==> src/rtl/note_pkg.sv <==
// Shared definitions for the note-sample producer: pitch table, pitch decode, FSM states.
// Latency: n/a (package, pure combinational helper function).
// Backpressure: n/a.
package note_pkg;

    // Pitch code 0 is a rest: no phase advance and a silent (zero) sample.
    localparam logic [5:0] REST = 6'd0;

    // Phase increments for the lowest octave (A1 = 55 Hz upward, one entry per semitone).
    localparam logic [15:0] BASE_INC [12] = '{
        16'd75,  16'd79,  16'd84,  16'd89,  16'd94,  16'd100,
        16'd106, 16'd112, 16'd119, 16'd126, 16'd134, 16'd142
    };

    typedef enum logic [1:0] {
        IDLE    = 2'd0,
        START   = 2'd1,
        PLAYING = 2'd2,
        DONE    = 2'd3
    } state_t;

    // Octave doubles the increment; semitone picks the base entry.
    function automatic logic [15:0] note_to_inc(input logic [5:0] note);
        logic [5:0] idx;
        logic [2:0] octave;
        logic [3:0] semi;
        if (note == REST) begin
            return 16'd0;
        end
        idx    = note - 6'd1;
        octave = 3'(idx / 6'd12);
        semi   = 4'(idx % 6'd12);
        return BASE_INC[semi] << octave;
    endfunction

endpackage

==> src/rtl/note_stream_source_if.sv <==
// Bundle between the song sequencer / dynamics stage and the note-sample producer.
// Latency: n/a (wiring only).
// Backpressure: none; load requests outside IDLE are simply dropped by the producer.
//   play, load_new_note, note_in, duration_in : sequencer -> producer
//   busy, note_done                           : producer -> sequencer
//   note_duration, new_sample_ready,
//   generate_next_sample, sample              : producer -> dynamics stage
interface note_stream_source_if;
    logic        play;
    logic        load_new_note;
    logic [5:0]  note_in;
    logic [5:0]  duration_in;
    logic        busy;
    logic        note_done;
    logic [5:0]  note_duration;
    logic        new_sample_ready;
    logic        generate_next_sample;
    logic [15:0] sample;

    // Producer side.
    modport master (
        input  play, load_new_note, note_in, duration_in,
        output busy, note_done, note_duration, new_sample_ready,
               generate_next_sample, sample
    );

    // Sequencer / consumer side.
    modport slave (
        output play, load_new_note, note_in, duration_in,
        input  busy, note_done, note_duration, new_sample_ready,
               generate_next_sample, sample
    );
endinterface

==> src/rtl/triangle_osc.sv <==
// Phase accumulator plus triangle map producing a 16-bit two's-complement sample.
// Latency: sample reflects the new phase one cycle after clear/step.
// Backpressure: none; step advances phase unconditionally.
//   clk, reset : clock and synchronous active-high reset
//   clear      : zero the phase (note start)
//   step       : advance phase by inc
//   inc        : 16-bit phase increment
//   rest       : force sample to zero
//   sample     : registered triangle sample
module triangle_osc
    import note_pkg::*;
(
    input  logic        clk,
    input  logic        reset,
    input  logic        clear,
    input  logic        step,
    input  logic [15:0] inc,
    input  logic        rest,
    output logic [15:0] sample
);

    logic [15:0] phase;
    logic [15:0] phase_next;

    // Upper half of the cycle folds back down; the doubled fold is centred on zero.
    function automatic logic [15:0] tri_map(input logic [15:0] p);
        logic [14:0] t;
        t = p[15] ? ~p[14:0] : p[14:0];
        return {t, 1'b0} - 16'h8000;
    endfunction

    always_comb begin
        phase_next = phase;
        if (clear) begin
            phase_next = '0;
        end else if (step) begin
            phase_next = phase + inc;
        end
    end

    always_ff @(posedge clk) begin
        if (reset) begin
            phase  <= '0;
            sample <= '0;
        end else begin
            phase <= phase_next;
            // Sample only moves with the phase so a frozen note holds its last value.
            if (clear || step) begin
                sample <= rest ? 16'd0 : tri_map(phase_next);
            end
        end
    end

endmodule

==> src/rtl/note_stream_source.sv <==
// Plays one note at a time: sample strobes, triangle samples at pitch, beat counting to note_done.
// Latency: START the cycle after load; first strobe SAMPLE_DIV clocks after START; sample 1 cycle after strobe.
// Backpressure: none; play low freezes timing, loads while busy are dropped (no queueing).
//   clk, reset : clock and synchronous active-high reset
//   ns         : note_stream_source_if.master (play/load/note/duration in; busy, note_done,
//                note_duration, new_sample_ready, generate_next_sample, sample out)
module note_stream_source
    import note_pkg::*;
#(
    parameter int SAMPLE_DIV   = 1125,
    parameter int BEAT_SAMPLES = 12000
) (
    input  logic                 clk,
    input  logic                 reset,
    note_stream_source_if.master ns
);

    localparam int PW = (SAMPLE_DIV > 1) ? $clog2(SAMPLE_DIV) : 1;
    localparam int SW = (BEAT_SAMPLES > 1) ? $clog2(BEAT_SAMPLES) : 1;
    localparam logic [PW-1:0] PRESC_LAST = PW'(SAMPLE_DIV - 1);
    localparam logic [SW-1:0] SAMP_LAST  = SW'(BEAT_SAMPLES - 1);

    state_t        state;
    logic [5:0]    note_q;
    logic [5:0]    beats;
    logic [PW-1:0] presc;
    logic [PW-1:0] presc_next;
    logic [SW-1:0] samp_cnt;
    logic          running;
    logic          last_strobe;
    logic          osc_clear;
    logic [15:0]   osc_inc;
    logic          osc_rest;

    assign running = ((state == START) || (state == PLAYING)) && ns.play;

    // The strobe output is registered, so it is raised on the edge where the prescaler
    // is about to land on its terminal count; the strobe then coincides with that count.
    always_comb begin
        presc_next = presc;
        if (state == START) begin
            presc_next = '0;
        end else if ((state == PLAYING) && ns.play) begin
            presc_next = (presc == PRESC_LAST) ? '0 : presc + PW'(1);
        end
    end

    // The strobe that completes the final beat of the note.
    assign last_strobe = ns.generate_next_sample && (samp_cnt == SAMP_LAST) &&
                         ((beats + 6'd1) == ns.note_duration);

    always_ff @(posedge clk) begin
        if (reset) begin
            state                   <= IDLE;
            note_q                  <= '0;
            beats                   <= '0;
            presc                   <= '0;
            samp_cnt                <= '0;
            ns.busy                 <= 1'b0;
            ns.note_done            <= 1'b0;
            ns.note_duration        <= '0;
            ns.new_sample_ready     <= 1'b0;
            ns.generate_next_sample <= 1'b0;
        end else begin
            ns.new_sample_ready     <= 1'b0;
            ns.note_done            <= 1'b0;
            presc                   <= presc_next;
            ns.generate_next_sample <= running && (presc_next == PRESC_LAST) && !last_strobe;

            case (state)
                IDLE: begin
                    if (ns.load_new_note && ns.play) begin
                        note_q           <= ns.note_in;
                        ns.note_duration <= ns.duration_in;
                        ns.busy          <= 1'b1;
                        if (ns.duration_in == 6'd0) begin
                            state        <= DONE;
                            ns.note_done <= 1'b1;
                        end else begin
                            state               <= START;
                            ns.new_sample_ready <= 1'b1;
                        end
                    end
                end
                START: begin
                    samp_cnt <= '0;
                    beats    <= '0;
                    state    <= PLAYING;
                end
                PLAYING: begin
                    if (ns.generate_next_sample) begin
                        if (samp_cnt == SAMP_LAST) begin
                            samp_cnt <= '0;
                            beats    <= beats + 6'd1;
                            if (last_strobe) begin
                                state        <= DONE;
                                ns.note_done <= 1'b1;
                            end
                        end else begin
                            samp_cnt <= samp_cnt + SW'(1);
                        end
                    end
                end
                DONE: begin
                    state   <= IDLE;
                    ns.busy <= 1'b0;
                end
                default: begin
                    state <= IDLE;
                end
            endcase
        end
    end

    assign osc_clear = (state == START);
    assign osc_inc   = note_to_inc(note_q);
    assign osc_rest  = (note_q == REST);

    triangle_osc u_osc (
        .clk    (clk),
        .reset  (reset),
        .clear  (osc_clear),
        .step   (ns.generate_next_sample),
        .inc    (osc_inc),
        .rest   (osc_rest),
        .sample (ns.sample)
    );

endmodule

==> src/flat_wrapper.sv <==
// flat-port wrapper written by rule: the top's interface ports become plain ports
module note_stream_source_flat import note_pkg::*;
#(
    parameter int SAMPLE_DIV   = 1125,
    parameter int BEAT_SAMPLES = 12000
)
  (clk, reset, ns_play, ns_load_new_note, ns_note_in, ns_duration_in, ns_busy, ns_note_done, ns_note_duration, ns_new_sample_ready, ns_generate_next_sample, ns_sample);
  note_stream_source_if ns_i ();
  input  logic clk;
  input  logic reset;
  input wire logic [$bits(ns_i.play)-1:0] ns_play;
  input wire logic [$bits(ns_i.load_new_note)-1:0] ns_load_new_note;
  input wire logic [$bits(ns_i.note_in)-1:0] ns_note_in;
  input wire logic [$bits(ns_i.duration_in)-1:0] ns_duration_in;
  output wire logic [$bits(ns_i.busy)-1:0] ns_busy;
  output wire logic [$bits(ns_i.note_done)-1:0] ns_note_done;
  output wire logic [$bits(ns_i.note_duration)-1:0] ns_note_duration;
  output wire logic [$bits(ns_i.new_sample_ready)-1:0] ns_new_sample_ready;
  output wire logic [$bits(ns_i.generate_next_sample)-1:0] ns_generate_next_sample;
  output wire logic [$bits(ns_i.sample)-1:0] ns_sample;
  assign ns_i.play = ns_play;
  assign ns_i.load_new_note = ns_load_new_note;
  assign ns_i.note_in = ns_note_in;
  assign ns_i.duration_in = ns_duration_in;
  assign ns_busy = ns_i.busy;
  assign ns_note_done = ns_i.note_done;
  assign ns_note_duration = ns_i.note_duration;
  assign ns_new_sample_ready = ns_i.new_sample_ready;
  assign ns_generate_next_sample = ns_i.generate_next_sample;
  assign ns_sample = ns_i.sample;
  note_stream_source #(.SAMPLE_DIV(SAMPLE_DIV), .BEAT_SAMPLES(BEAT_SAMPLES)) u_core (.clk(clk), .reset(reset), .ns(ns_i));
endmodule
==> config.mk <==
export PLATFORM = sky130hd
export DESIGN_NAME = note_stream_source_flat
export DESIGN_NICKNAME = d
export VERILOG_FILES = /design/src/rtl/note_pkg.sv /design/src/rtl/note_stream_source_if.sv /design/src/rtl/triangle_osc.sv /design/src/rtl/note_stream_source.sv /design/src/flat_wrapper.sv
export SDC_FILE = /design/constraint.sdc
export NUM_CORES = 1
export LEC_CHECK = 0
export CORE_MARGIN = 1
export CORE_UTILIZATION = 60
export DETAILED_ROUTE_END_ITERATION = 8
export PLACE_DENSITY = 0.82
export SLEW_MARGIN = 20
export SYNTH_ARGS = -nofsm -noshare
export SYNTH_HDL_FRONTEND = slang
export SYNTH_SLANG_ARGS = --single-unit
export TNS_END_PERCENT = 20
==> constraint.sdc <==
create_clock -name clk -period 10.51 [get_ports clk]
set_input_delay 2.102 -clock clk [delete_from_list [all_inputs] [get_ports clk]]
set_output_delay 2.102 -clock clk [all_outputs]
set_load 0.05 [all_outputs]
==> impl_metrics.env <==
export IMPL_p_leak_uw=0.00247
export IMPL_synth_area_per_cell_um2=8.02
export IMPL_ys_seq_area_share_pct=28.2
export IMPL_fmax_mhz=116
export IMPL_maxCapViolCount=0
export IMPL_die_area_um2=9850
export IMPL_core_rowCount=35
export IMPL_syn_nets=756
export IMPL_p_sw_uw=749
export IMPL_swShare_pct=49.3
export IMPL_synth_seq_cells=80
export IMPL_peakVddDrop_uv=172
export IMPL_worstMarginPinSlew_ps=1090
export IMPL_cts_root_buffer="clkbuf_8"
export IMPL_post_cts_setup_buffers=0
export IMPL_fin_area_um2=6230
export IMPL_firstDrtPassIters=5
export IMPL_max_clock_path_buffers=2
export IMPL_startpoint_type="flop"
export IMPL_drc_errors=0
export IMPL_cts_hold_buf=0
export IMPL_start_util_pct=61.7
export IMPL_synth_edf_count=0
export IMPL_critPathArrivalTime_ps=8890
export IMPL_vias=5348
export IMPL_final_setup_tns_ps=0
export IMPL_crit_top_cell="ha_1"
export IMPL_slowest_stage="or4_1"
export IMPL_die_y_um=99.3
export IMPL_yosys_area_top_type_share_pct=28.2
export IMPL_total_power_uw=1520
export IMPL_grt_pass1_vias=4937
export IMPL_areaGrowthSynthToFinish_pct=9.81
export IMPL_pre_cts_slack_ps=1700
export IMPL_rsz0062_at_grt="no"
export IMPL_period_minus_slack_ps=8640
export IMPL_final_max_slew_viol_count=0
export IMPL_dp_hpwl_um=10100
export IMPL_grt_usage_pct=28.3
export IMPL_cp_end_kind="flop"
export IMPL_grt_pass1_wl_um=22800
export IMPL_status="finished clean"
export IMPL_p_per_area_nw_per_um2=244
export IMPL_core_area_um2=9200
export IMPL_crit_fanout=14
export IMPL_postSynthCellCount=708
export IMPL_vias_per_cell=6.38
export IMPL_syn_area_um2=5680
export IMPL_yosysWarnings=0
export IMPL_cts_sinks=80
export IMPL_cts_clk_slew_worst_paths_ps=80
export IMPL_cts_made_buffers=9
export IMPL_htree_levels=3
export IMPL_drive_gt1_share_pct=5.23
export IMPL_synth_cell_types=68
export IMPL_hp_class="reg2reg"
export IMPL_path_buf_inv=1
export IMPL_insertion_delay_ps=350
export IMPL_grt_antenna_before_repair=0
export IMPL_hold_violations=0
export IMPL_seqPwrFrac_pct=21.7
export IMPL_placed_cell_area_um2=6060
export IMPL_p_comb_share_pct=65.3
export IMPL_cpPeakStageDelay_ps=780
export IMPL_wl_per_cell_um=16.1
export IMPL_cp_top_family="simple AND/OR/NAND/NOR gates"
export IMPL_finClkSkew_ps=13.2
export IMPL_setup_viol=0
export IMPL_synth_main_ff_cell="dfxtp_1"
export IMPL_cp_required_ps=10760
export IMPL_cts_tree="done"
export IMPL_drt_iter0_drc=332
export IMPL_rrSetupSlack_ps=1870
export IMPL_p_int_uw=770
export IMPL_synthTopCellsByArea="dfxtp_1 28%, ha_1 6.8%, nor2_1 5.8%"
export IMPL_gp_congestion=0.939
export IMPL_antenna_left=0
export IMPL_portBuffers=40
export IMPL_setup_slack_ps=1870
export IMPL_grt_max_degree=43
export IMPL_nets=770
export IMPL_cts_resized=0
export IMPL_slew_headroom_pct=26.9
export IMPL_ios=42
export IMPL_worstSetupPathType="reg2reg"
export IMPL_die_w_um=99.3
export IMPL_async_flop_share_pct=0
export IMPL_synth_area_leader_cell="dfxtp_1"
export IMPL_final_core_util_pct=67.8
export IMPL_n_antenna_cell=0
export IMPL_clkPwrFrac_pct=12.9
export IMPL_overflow=0
export IMPL_post_route_period_util_pct=82.2
export IMPL_wl_um=13500
-- power groups by stage --
| stage | sequential (uW) | combinational [uW] | clock (uW) |
|---|---|---|---|
| floorplan | 348 | 770 | 0 |
| detailed placement | 337 | 955 | 0 |
| global route | 333 | 1080 | 218 |
| global placement | 336 | 936 | 0 |
| finish | 330 | 993 | 196 |
| CTS | 330 | 961 | 200 |
-- state kept, by name (all words and copies together), names as in the netlist --
register,cells
u_core.note_q,6
u_core.ns.generate_next_sample,1
u_core.beats,6
u_core.u_osc.phase,16
u_core.u_osc.sample,15
u_core.ns.busy,1
u_core.presc,11
u_core.ns.note_duration,6
u_core.state,2
u_core.samp_cnt,14
u_core.ns.note_done,1
u_core.ns.new_sample_ready,1
-- layout make-up --
type / count / area (um^2)
Clock buffer: 11 / 131
Clock inverter: 5 / 33.8
Fill cell: 761 / 2960
Inverter: 23 / 86.3
Multi-Input combinational cell: 565 / 3820
Sequential cell: 80 / 1600
Tap cell: 111 / 139
Timing Repair Buffer: 43 / 423
-- worst register-to-register path, delay by kind of cell (launching register included) --
| family | cells | cell delay, ps |
|---|---|---|
| AO/OA/AOI/OAI | 9 | 2500 |
| buffers and inverters | 1 | 220 |
| flip-flops | 1 | 450 |
| XOR/XNOR | 2 | 590 |
| adder cells (fa/ha/maj) | 4 | 1300 |
| AND/OR/NAND/NOR | 8 | 3210 |
| multiplexers | 1 | 290 |
-- final timing paths --
path,startpoint,end,cells after the start
setup / recovery,u_core.note_q[0],u_core.u_osc.sample[13],25
hold / removal,u_core.beats[5],u_core.beats[5],2
setup reg to reg,u_core.note_q[0],u_core.u_osc.sample[13],25
hold reg to reg,u_core.beats[5],u_core.beats[5],2
-- cells in the final DEF (no fill, tap or decap), types with 4 or more instances in the layout --
cell type and n:
a211oi_1 11, a21o_1 9, a21oi_1 55, a22o_1 14, a311oi_1 5, a31oi_1 4
and3_1 14, clkbuf_8 9, clkdlybuf4s50_1 40, dfxtp_1 80, ha_1 31, inv_1 21
mux2i_1 13, nand2_1 76, nand2b_1 4, nand3_1 21, nand4_1 11, nor2_1 87
nor2b_1 7, nor3_1 17, nor3b_1 8, nor4_1 10, o211ai_1 8, o21a_1 4
o21ai_0 26, o21bai_1 4, o311a_1 4, or2_2 7, or3_1 8, or4_1 5
xnor2_1 27, xnor3_1 13, xor2_1 9
-- cell usage after synthesis (all sizes together) (14+ instances only) --
master	n
dfxtp	80
and3	14
ha	31
nand2	76
clkbuf	32
nor2	88
o21ai	26
xnor2	27
a21oi	55
inv	22
nand3	21
nor3	18
a22o	14
-- metrics by stage --
stage	cells	hold WS, ps
after CTS	838	476
after global placement	822	454
after floorplan	708	444
final	838	480
after global routing	838	485
after detailed placement	822	464
-- per-layer routing --
layer / global-route usage [%] / wire length, um / up-vias
met3: 4.71 / 737 / 36
met4: 9.73 / 307 / 0
met2: 48.5 / 6470 / 190
met5: 0 / 0 / -
met1: 36.1 / 5960 / 2538
li1: - / - / 2584
-- kinds of logic (layout without fill, tap and decap cells) --
| group | Yosys count | after routing | synth area share, % |
|---|---|---|---|
| AOI/OAI and AO/OA | 176 | 176 | 21.4 |
| xor gates and xnor gates | 49 | 49 | 10.7 |
| adders and majority gates | 32 | 32 | 7.19 |
| buffers and inverters | 63 | 82 | 4.74 |
| DFF | 80 | 80 | 28.2 |
| muxes | 14 | 14 | 2.56 |
| other | 1 | 1 | 0.0661 |
| and+or+nand+nor | 293 | 293 | 25.2 |
(Power assumes the default switching activity.)
